--- config.mk ---
export PLATFORM = sky130hd
export DESIGN_NAME = uart_tx
export DESIGN_NICKNAME = d
export VERILOG_FILES = /design/src/rtl/uart_tx.sv
export SDC_FILE = /design/constraint.sdc
export NUM_CORES = 1
export LEC_CHECK = 0
export CORE_MARGIN = 4
export CORE_UTILIZATION = 57
export DETAILED_ROUTE_END_ITERATION = 10
export PLACE_DENSITY = 0.83
export SLEW_MARGIN = 20
export SYNTH_ARGS = -nofsm -noshare
export SYNTH_HDL_FRONTEND = slang
export SYNTH_SLANG_ARGS = --single-unit
--- constraint.sdc ---
create_clock -name clk -period 5.2 [get_ports clk]
set_input_delay 1.3 -clock clk [delete_from_list [all_inputs] [get_ports clk]]
set_output_delay 1.3 -clock clk [all_outputs]
set_load 0.01 [all_outputs]
--- src/rtl/uart_tx.sv ---
// UART transmitter: start / 8 data LSB-first / optional parity / stop, each bit held Prescale clocks.
// Parity support is built only when the macro UART_TX_PARITY_EN is defined.
module uart_tx (
  input  logic       clk,
  input  logic       reset,
  input  logic [7:0] P_DATA,
  input  logic       Data_Valid,
  input  logic       PAR_EN,
  input  logic       PAR_TYP,
  input  logic [5:0] Prescale,
  output logic       TX_OUT,
  output logic       busy
);

  typedef enum logic [2:0] {
    IDLE   = 3'd0,
    START  = 3'd1,
    DATA   = 3'd2,
`ifdef UART_TX_PARITY_EN
    PARITY = 3'd3,
`endif
    STOP   = 3'd4
  } state_t;

  state_t     state, state_nxt;
  logic [5:0] cnt, cnt_nxt;
  logic [5:0] presc;
  logic [2:0] bit_cnt, bit_nxt;
  logic [7:0] data;
  logic       tx_nxt, busy_nxt;
  logic       accept, bit_done;

`ifdef UART_TX_PARITY_EN
  logic par_en, par_typ;

  function automatic logic parity_bit(input logic [7:0] d, input logic odd);
    return (^d) ^ odd;
  endfunction
`else
  logic unused_par;
  assign unused_par = PAR_EN ^ PAR_TYP;
`endif

  assign accept   = (state == IDLE) && Data_Valid;
  // Prescale of 0 wraps the terminal count to 63, giving 64 cycles per bit.
  assign bit_done = (cnt == presc - 6'd1);

  always_comb begin
    state_nxt = state;
    cnt_nxt   = cnt + 6'd1;
    bit_nxt   = bit_cnt;
    tx_nxt    = 1'b1;
    busy_nxt  = 1'b1;
    case (state)
      IDLE: begin
        cnt_nxt = '0;
        bit_nxt = '0;
        if (Data_Valid) state_nxt = START;
      end
      START: if (bit_done) begin
        cnt_nxt   = '0;
        state_nxt = DATA;
      end
      DATA: if (bit_done) begin
        cnt_nxt = '0;
        bit_nxt = bit_cnt + 3'd1;
        if (bit_cnt == 3'd7) begin
`ifdef UART_TX_PARITY_EN
          state_nxt = par_en ? PARITY : STOP;
`else
          state_nxt = STOP;
`endif
        end
      end
`ifdef UART_TX_PARITY_EN
      PARITY: if (bit_done) begin
        cnt_nxt   = '0;
        state_nxt = STOP;
      end
`endif
      STOP: if (bit_done) begin
        cnt_nxt   = '0;
        state_nxt = IDLE;
      end
      default: begin
        cnt_nxt   = '0;
        state_nxt = IDLE;
      end
    endcase

    // Line level is decoded from the next state so TX_OUT comes straight off a flop.
    case (state_nxt)
      IDLE:   busy_nxt = 1'b0;
      START:  tx_nxt   = 1'b0;
      DATA:   tx_nxt   = data[bit_nxt];
`ifdef UART_TX_PARITY_EN
      PARITY: tx_nxt   = parity_bit(data, par_typ);
`endif
      STOP:   tx_nxt   = 1'b1;
      default: busy_nxt = 1'b0;
    endcase
  end

  always_ff @(posedge clk or posedge reset) begin
    if (reset) begin
      state   <= IDLE;
      cnt     <= '0;
      bit_cnt <= '0;
      TX_OUT  <= 1'b1;
      busy    <= 1'b0;
      data    <= '0;
      presc   <= '0;
`ifdef UART_TX_PARITY_EN
      par_en  <= 1'b0;
      par_typ <= 1'b0;
`endif
    end else begin
      state   <= state_nxt;
      cnt     <= cnt_nxt;
      bit_cnt <= bit_nxt;
      TX_OUT  <= tx_nxt;
      busy    <= busy_nxt;
      if (accept) begin
        data    <= P_DATA;
        presc   <= Prescale;
`ifdef UART_TX_PARITY_EN
        par_en  <= PAR_EN;
        par_typ <= PAR_TYP;
`endif
      end
    end
  end

endmodule

==> impl_summary.txt, run 1 <==
----------------------------------------------------
[Synthesis]
  Area share of the largest cell type after synthesis ... 45.7%
  Netlist Area Pre-Place ... 1480 um2
  Top cell type by total area after synthesis ... sky130_fd_sc_hd__dfrtp_1
  Average cell area after synthesis ... 10.9 um2
  Number of synthesized register bits ... 28
  Post-synth ARST share ... 100%
  Synthesis Warnings ... 0
  Number of nets produced by synthesis ... 158
  Cell types occupying the most area after synthesis ... sky130_fd_sc_hd__dfrtp_1 46%, sky130_fd_sc_hd__mux2_2 11%, sky130_fd_sc_hd__xor2_1 4.1%
  Sequential-to-total area share from yosys stat ... 47.5%
  Number of standard cells after synthesis ... 135
  Synth Flop Type ... sky130_fd_sc_hd__dfrtp_1
  Netlist cell types ... 39
  Post-synth EDFFs ... 0

[Power]
  Internal power ... 0.514 mW
  Leakage Power ... 0.728 nW
  Part of the power in registers ... 46.5%
  Power Density ... 474 nW/um2
  Fraction of power consumed by combinational cells ... 42.2%
  Worst vdd ir ... 372 uV
  Total net switching power ... 0.293 mW
  Portion of total power attributed to the clock network ... 11.2%
  Sw frac ... 36.3%

[Critical path]
  Max stage delay on crit path ... 0.47 ns
  Arrival time at the worst endpoint ... 3.12 ns
  Cell-by-cell trace of the critical path ... inv_1, ha_1, or2b_1, o211a_1, o31ai_1, nand4_1, o211ai_4, mux2_2, o2111ai_1, o211ai_2
  Endpoint type of the worst setup path ... flip-flop
  Slowest CP cell ... sky130_fd_sc_hd__o31ai_1
  Critical Setup Path Class ... flip-flop to flip-flop
  Data required time of the worst path ... 5.47 ns
  Peak fanout along the critical path ... 5
  CP Launch Type ... flip-flop

[Timing]
  Unrepaired setup endpoints after global routing ... false
  Relative slew slack ... 36.5%
  Maximum clock frequency ... 0.351 GHz
  Worst-margin pin slew ... 0.947 ns
  Max-slew violations ... 0
  Shortest clock period the worst path allows after layout ... 2.85 ns
  Period Utilization, post-route ... 54.9%
  Minimum setup slack in the final design ... 2.35 ns
  Largest clock skew in the final design ... 0.00124 ns
  Accumulated negative setup slack ... 0 ns
  Count of endpoints failing setup in the final report ... 0
  Final count of hold timing violations ... 0

[Routing]
  Average wire per standard cell ... 14.2 um
  DRT Pass-1 Iters ... 4
  Initial detailed-routing violation count ... 56
  Via count ... 1038
  Antenna-violating nets left ... 0
  Number of remaining DRC errors ... 0
  Wirelength, routed ... 2.62 mm
  Detailed-route vias per instance ... 5.64

[Die]
  Total core area ... 2480 um2
  Starting Density ... 59.6%
  IO Pins ... 21
  Die width ... 58.9 um
  DIE HEIGHT ... 58.9 um
  Total number of placement rows ... 18
  Die ar. ... 3470 um2

[Clock tree]
  Number of gates resized after CTS ... 0
  Clk_lat worst skew ... 0.33 ns
  Clock transition at path regs ... 0.13 ns
  TritonCTS Sinks ... 28
  Clock tree from TritonCTS ... done
  Number of buffers inserted for hold repair after clock tree synthesis ... 0
  Clock root buffer ... sky130_fd_sc_hd__clkbuf_4
  Number of buffers inserted by post-CTS setup repair ... 0
  H-Tree Depth ... 1
  Number of buffers created by CTS ... 3
  Number of buffers on the longest clock path ... 2

[Placement]
  Area of placed instances ... 1680 um2
  Routability congestion estimate from global placement ... 0.839
  Port buffer count ... 18
  Dpl hpwl ... 2.02 mm
  Placed cell count ... 180
  Placement Setup Slack ... 2.30 ns

[Min path]
  Hold Path Class ... flip-flop to flip-flop

[Finish]
  Layout fillers ... 187
  Area grow syn2layout ... 15.2%
  Area of the multi-input gates ... 723 um2
  Storage cell area ... 702 um2
  Cell area after layout ... 1700 um2
  Fin nets ... 178
  Count of non-filler cells in the finished layout ... 184
  Fraction of final layout cells with drive strength greater than 1 ... 18.8%
  Number of inserted diodes ... 0

[GRT]
  Number of antenna violations at the first check in global routing ... 0
  Vias in the first global route ... 1037
  Maximum number of pins on one net before global-route repair ... 29
  Overall global routing resource usage ... 17.7%
  First-pass GRT wire length ... 4.62 mm
  GRT Residual Overflow ... 0

[Status]
  Result of the run ... complete, no violations

[Job]
  Max-cap check violation count ... 0

----------------------------------------------------
-- placed cells by master (no fill, tap or decap), types with 4 or more instances in the layout --
master	count
sky130_fd_sc_hd__mux2_2	14
sky130_fd_sc_hd__clkdlybuf4s50_1	18
sky130_fd_sc_hd__xor2_1	7
sky130_fd_sc_hd__nand3_1	4
sky130_fd_sc_hd__dfrtp_1	27
sky130_fd_sc_hd__inv_1	8
sky130_fd_sc_hd__nand2_1	11
sky130_fd_sc_hd__nor2_1	11
sky130_fd_sc_hd__o21ai_0	6
sky130_fd_sc_hd__ha_1	4
sky130_fd_sc_hd__a21oi_1	4
-- cell usage after synthesis (2+ instances only) --
cell type	n
sky130_fd_sc_hd__a21oi_1	4
sky130_fd_sc_hd__and2_1	2
sky130_fd_sc_hd__dfrtp_1	27
sky130_fd_sc_hd__ha_1	4
sky130_fd_sc_hd__inv_1	9
sky130_fd_sc_hd__mux2_2	14
sky130_fd_sc_hd__mux2i_1	3
sky130_fd_sc_hd__nand2_1	11
sky130_fd_sc_hd__nand2b_1	2
sky130_fd_sc_hd__nand3_1	4
sky130_fd_sc_hd__nand4_1	3
sky130_fd_sc_hd__nor2_1	11
sky130_fd_sc_hd__o21ai_0	6
sky130_fd_sc_hd__or2_2	2
sky130_fd_sc_hd__xnor2_1	3
sky130_fd_sc_hd__xor2_1	7
-- layer usage --
metal  GRT usage [%]  part of all wire (%)
met5               0                     0
met3            2.63                   3.8
met2            28.2                    50
met4            6.80                   1.8
met1            24.4                    45
-- through the flow --
stage	util (%)	hold slack (ns)	power, mW
final	68.7	0.515	0.807
after global routing	68.7	0.544	0.878
after CTS	68.7	0.519	0.817
after detailed placement	67.7	0.493	0.723
after global placement	67.7	0.487	0.698
after floorplan	-	0.472	0.634
-- flip-flops by register name (all words and copies together), names as in the netlist --
register and flops:
data 8, cnt 6, presc 6, bit_cnt 3, state 3, TX_OUT 1
busy 1
-- cell type report --
class	instances	share of cell area (%)
multi-input cells	95	42.5
flip-flops and latches	28	41.2
repair buffers	18	10.6
well taps	30	2.20
inverters	9	1.98
clock buffers	4	1.54
-- critical path: cells and delay by family (launching register included) --
| kind | cells | cell delay, ns |
|---|---|---|
| AOI/OAI and AO/OA | 5 | 1.12 |
| and+or+nand+nor | 2 | 0.52 |
| DFF | 1 | 0.43 |
| adders and majority gates | 1 | 0.25 |
| muxes | 1 | 0.38 |
| buffers and inverters | 1 | 0.08 |
-- worst paths after layout --
kind | from | endpoint | slack [ns] | cells past startpoint
max in group asynchronous | reset | presc[2] | 3.40 | 2
min | cnt[0] | cnt[0] | 0.52 | 1
max | presc[0] | TX_OUT | 2.35 | 10
min reg2reg | cnt[0] | cnt[0] | 0.52 | 1
max reg2reg | presc[0] | TX_OUT | 2.35 | 10
min in group asynchronous | reset | presc[5] | 1.36 | 2
-- power groups by stage --
| stage | sequential [mW] | combinational [mW] | clock [mW] |
|---|---|---|---|
| floorplan | 0.363 | 0.271 | 0 |
| global placement | 0.372 | 0.326 | 0 |
| detailed placement | 0.380 | 0.343 | 0 |
| CTS | 0.376 | 0.346 | 0.0951 |
| global route | 0.391 | 0.382 | 0.104 |
| finish | 0.375 | 0.341 | 0.0907 |
-- cells by family after synthesis --
kind of cell,count (synthesis),synth area share (%)
AO/OA/AOI/OAI,20,10.9
XOR/XNOR,10,5.93
adder cells (fa/ha/maj),4,3.39
AND/OR/NAND/NOR,44,16.0
flip-flops,28,47.5
buffers and inverters,12,3.56
multiplexers,17,12.7
(Power assumes the default switching activity.)
==> run 2: changes to the inputs <==
- CORE_UTILIZATION: 57 -> 53
- PLACE_DENSITY: 0.83 -> 0.78
- clock period: 5.2 -> 3 ns (I/O delays scaled with it)
==> impl_summary.txt, run 2 (synthesized netlist as in run 1, its figures left out) <==
----------------------------------------------------
[Status]
  Result of the run ... complete, no violations

[Die]
  Die ar. ... 3700 um2
  IO Pins ... 21
  Die width ... 60.8 um
  Starting Density ... 57.6%
  Total number of placement rows ... 18
  Total core area ... 2570 um2
  DIE HEIGHT ... 60.8 um

[Routing]
  Average wire per standard cell ... 14.0 um
  DRT Pass-1 Iters ... 4
  Detailed-route vias per instance ... 5.52
  Wirelength, routed ... 2.61 mm
  Number of remaining DRC errors ... 0
  Initial detailed-routing violation count ... 39
  Antenna-violating nets left ... 0
  Via count ... 1026

[Timing]
  Unrepaired setup endpoints after global routing ... false
  Shortest clock period the worst path allows after layout ... 2.72 ns
  Maximum clock frequency ... 0.367 GHz
  Worst-margin pin slew ... 0.727 ns
  Largest clock skew in the final design ... 0.00525 ns
  Accumulated negative setup slack ... 0 ns
  Relative slew slack ... 50.7%
  Max-slew violations ... 0
  Count of endpoints failing setup in the final report ... 0
  Period Utilization, post-route ... 90.7%
  Final count of hold timing violations ... 0

[Clock tree]
  Clk_lat worst skew ... 0.32 ns
  Number of gates resized after CTS ... 0
  Clock root buffer ... sky130_fd_sc_hd__clkbuf_4
  Number of buffers created by CTS ... 3
  Number of buffers on the longest clock path ... 2
  TritonCTS Sinks ... 28
  Number of buffers inserted by post-CTS setup repair ... 0
  Clock tree from TritonCTS ... done
  H-Tree Depth ... 1
  Clock transition at path regs ... 0.15 ns
  Number of buffers inserted for hold repair after clock tree synthesis ... 0

[Power]
  Leakage Power ... 0.748 nW
  Worst vdd ir ... 554 uV
  Power Density ... 832 nW/um2

[GRT]
  GRT Residual Overflow ... 0
  Number of antenna violations at the first check in global routing ... 0
  Met2 Usage GRT ... 26.9%
  GR met3 Demand/Resource ... 2.13%
  Maximum number of pins on one net before global-route repair ... 18
  Vias in the first global route ... 1038
  Overall global routing resource usage ... 16.4%
  First-pass GRT wire length ... 4.57 mm
  Most Crowded Layer GR ... met2
  Global-route track usage on met1 ... 22.6%

[Min path]
  Worst Hold Path EP ... cnt[0]
  Number of cells on the worst hold path ... 1
  Hold Path Class ... flip-flop to flip-flop
  Min-delay src ... cnt[0]

[Finish]
  Area grow syn2layout ... 16.9%
  Area of the multi-input gates ... 723 um2
  Most frequent standard cell in the layout excluding fill and tap cells ... sky130_fd_sc_hd__dfrtp_1
  Fin nets ... 180
  Number of inserted diodes ... 0
  Storage cell area ... 702 um2
  Layout fillers ... 209
  Most frequent cells in the layout ... 27 x sky130_fd_sc_hd__dfrtp_1, 18 x sky130_fd_sc_hd__clkdlybuf4s50_1, 14 x sky130_fd_sc_hd__mux2_2
  Fraction of final layout cells with drive strength greater than 1 ... 20.5%
  Biggest registers after layout ... data (8), cnt (6), presc (6)
  Core utilization of the finished layout ... 67.3%
  Top register by number of flip-flops ... data
  Flip-flop count of the largest register, all copies and words added ... 8

[Critical path]
  Endpoint type of the worst setup path ... flip-flop
  Worst reg2reg path startpoint ... presc[0]
  FF-to-FF setup slack ... 0.28 ns
  Data required time of the worst path ... 3.26 ns
  Critical Setup Path Class ... flip-flop to flip-flop
  CP startpoint ... presc[0]
  CP Launch Type ... flip-flop
  Worst reg2reg path endpoint ... TX_OUT
  R2R cell count ... 11
  Peak fanout along the critical path ... 5
  Arrival time at the worst endpoint ... 2.98 ns

[Placement]
  Port buffer count ... 18
  Routability congestion estimate from global placement ... 0.912
  Dpl hpwl ... 2.03 mm

[Job]
  Max-cap check violation count ... 0

----------------------------------------------------
[run 2: how the worst max path moves through the flow]
stage / endpoint / slack, ns / cells past startpoint
2_1_floorplan: TX_OUT / 0.53 / 9
3_3_place_gp: TX_OUT / 0.37 / 11
3_5_place_dp: TX_OUT / 0.29 / 11
4_1_cts: TX_OUT / 0.27 / 11
5_1_grt: TX_OUT / 0.11 / 11
6_report: TX_OUT / 0.28 / 11
[run 2: layout make-up]
class	instances	share of cell area (%)
inverters	9	1.96
multi-input cells	95	41.9
well taps	30	2.17
repair buffers	20	11.3
clock buffers	4	2.10
flip-flops and latches	28	40.6
[run 2: per-stage QoR]
step	power (mW)	cell area [um2]	hold WS [ns]	std cells	setup slack, ns
6_report	1.44	1730	0.519	186	0.279
5_1_grt	1.56	1730	0.542	186	0.108
4_1_cts	1.45	1730	0.525	186	0.265
3_5_place_dp	1.27	1690	0.492	182	0.290
3_3_place_gp	1.23	1690	0.485	182	0.367
2_1_floorplan	1.10	1480	0.472	135	0.526
[run 2: metal layers]
metal,up-vias,part of all wire (%)
li1,513,-
met1,495,47
met2,16,49
met3,2,3.0
met4,0,0.65
met5,-,0
[run 2: report_power, final]
part	internal, mW	switching, mW	total (mW)
Sequential	0.524	0.124	0.648
Combinational	0.330	0.278	0.607
Clock	0.0742	0.108	0.182
Total	0.927	0.510	1.44
[run 2: worst max-delay path, cell delays in order, from the launching register on]
cell	delay, ns
sky130_fd_sc_hd__dfrtp_1	0.44
sky130_fd_sc_hd__inv_1	0.08
sky130_fd_sc_hd__ha_1	0.24
sky130_fd_sc_hd__or2b_1	0.24
sky130_fd_sc_hd__o211a_1	0.13
sky130_fd_sc_hd__o31ai_1	0.25
sky130_fd_sc_hd__buf_4	0.18
sky130_fd_sc_hd__nand4_1	0.18
sky130_fd_sc_hd__o211ai_4	0.19
sky130_fd_sc_hd__mux2_2	0.38
sky130_fd_sc_hd__o2111ai_1	0.23
sky130_fd_sc_hd__o211ai_2	0.11
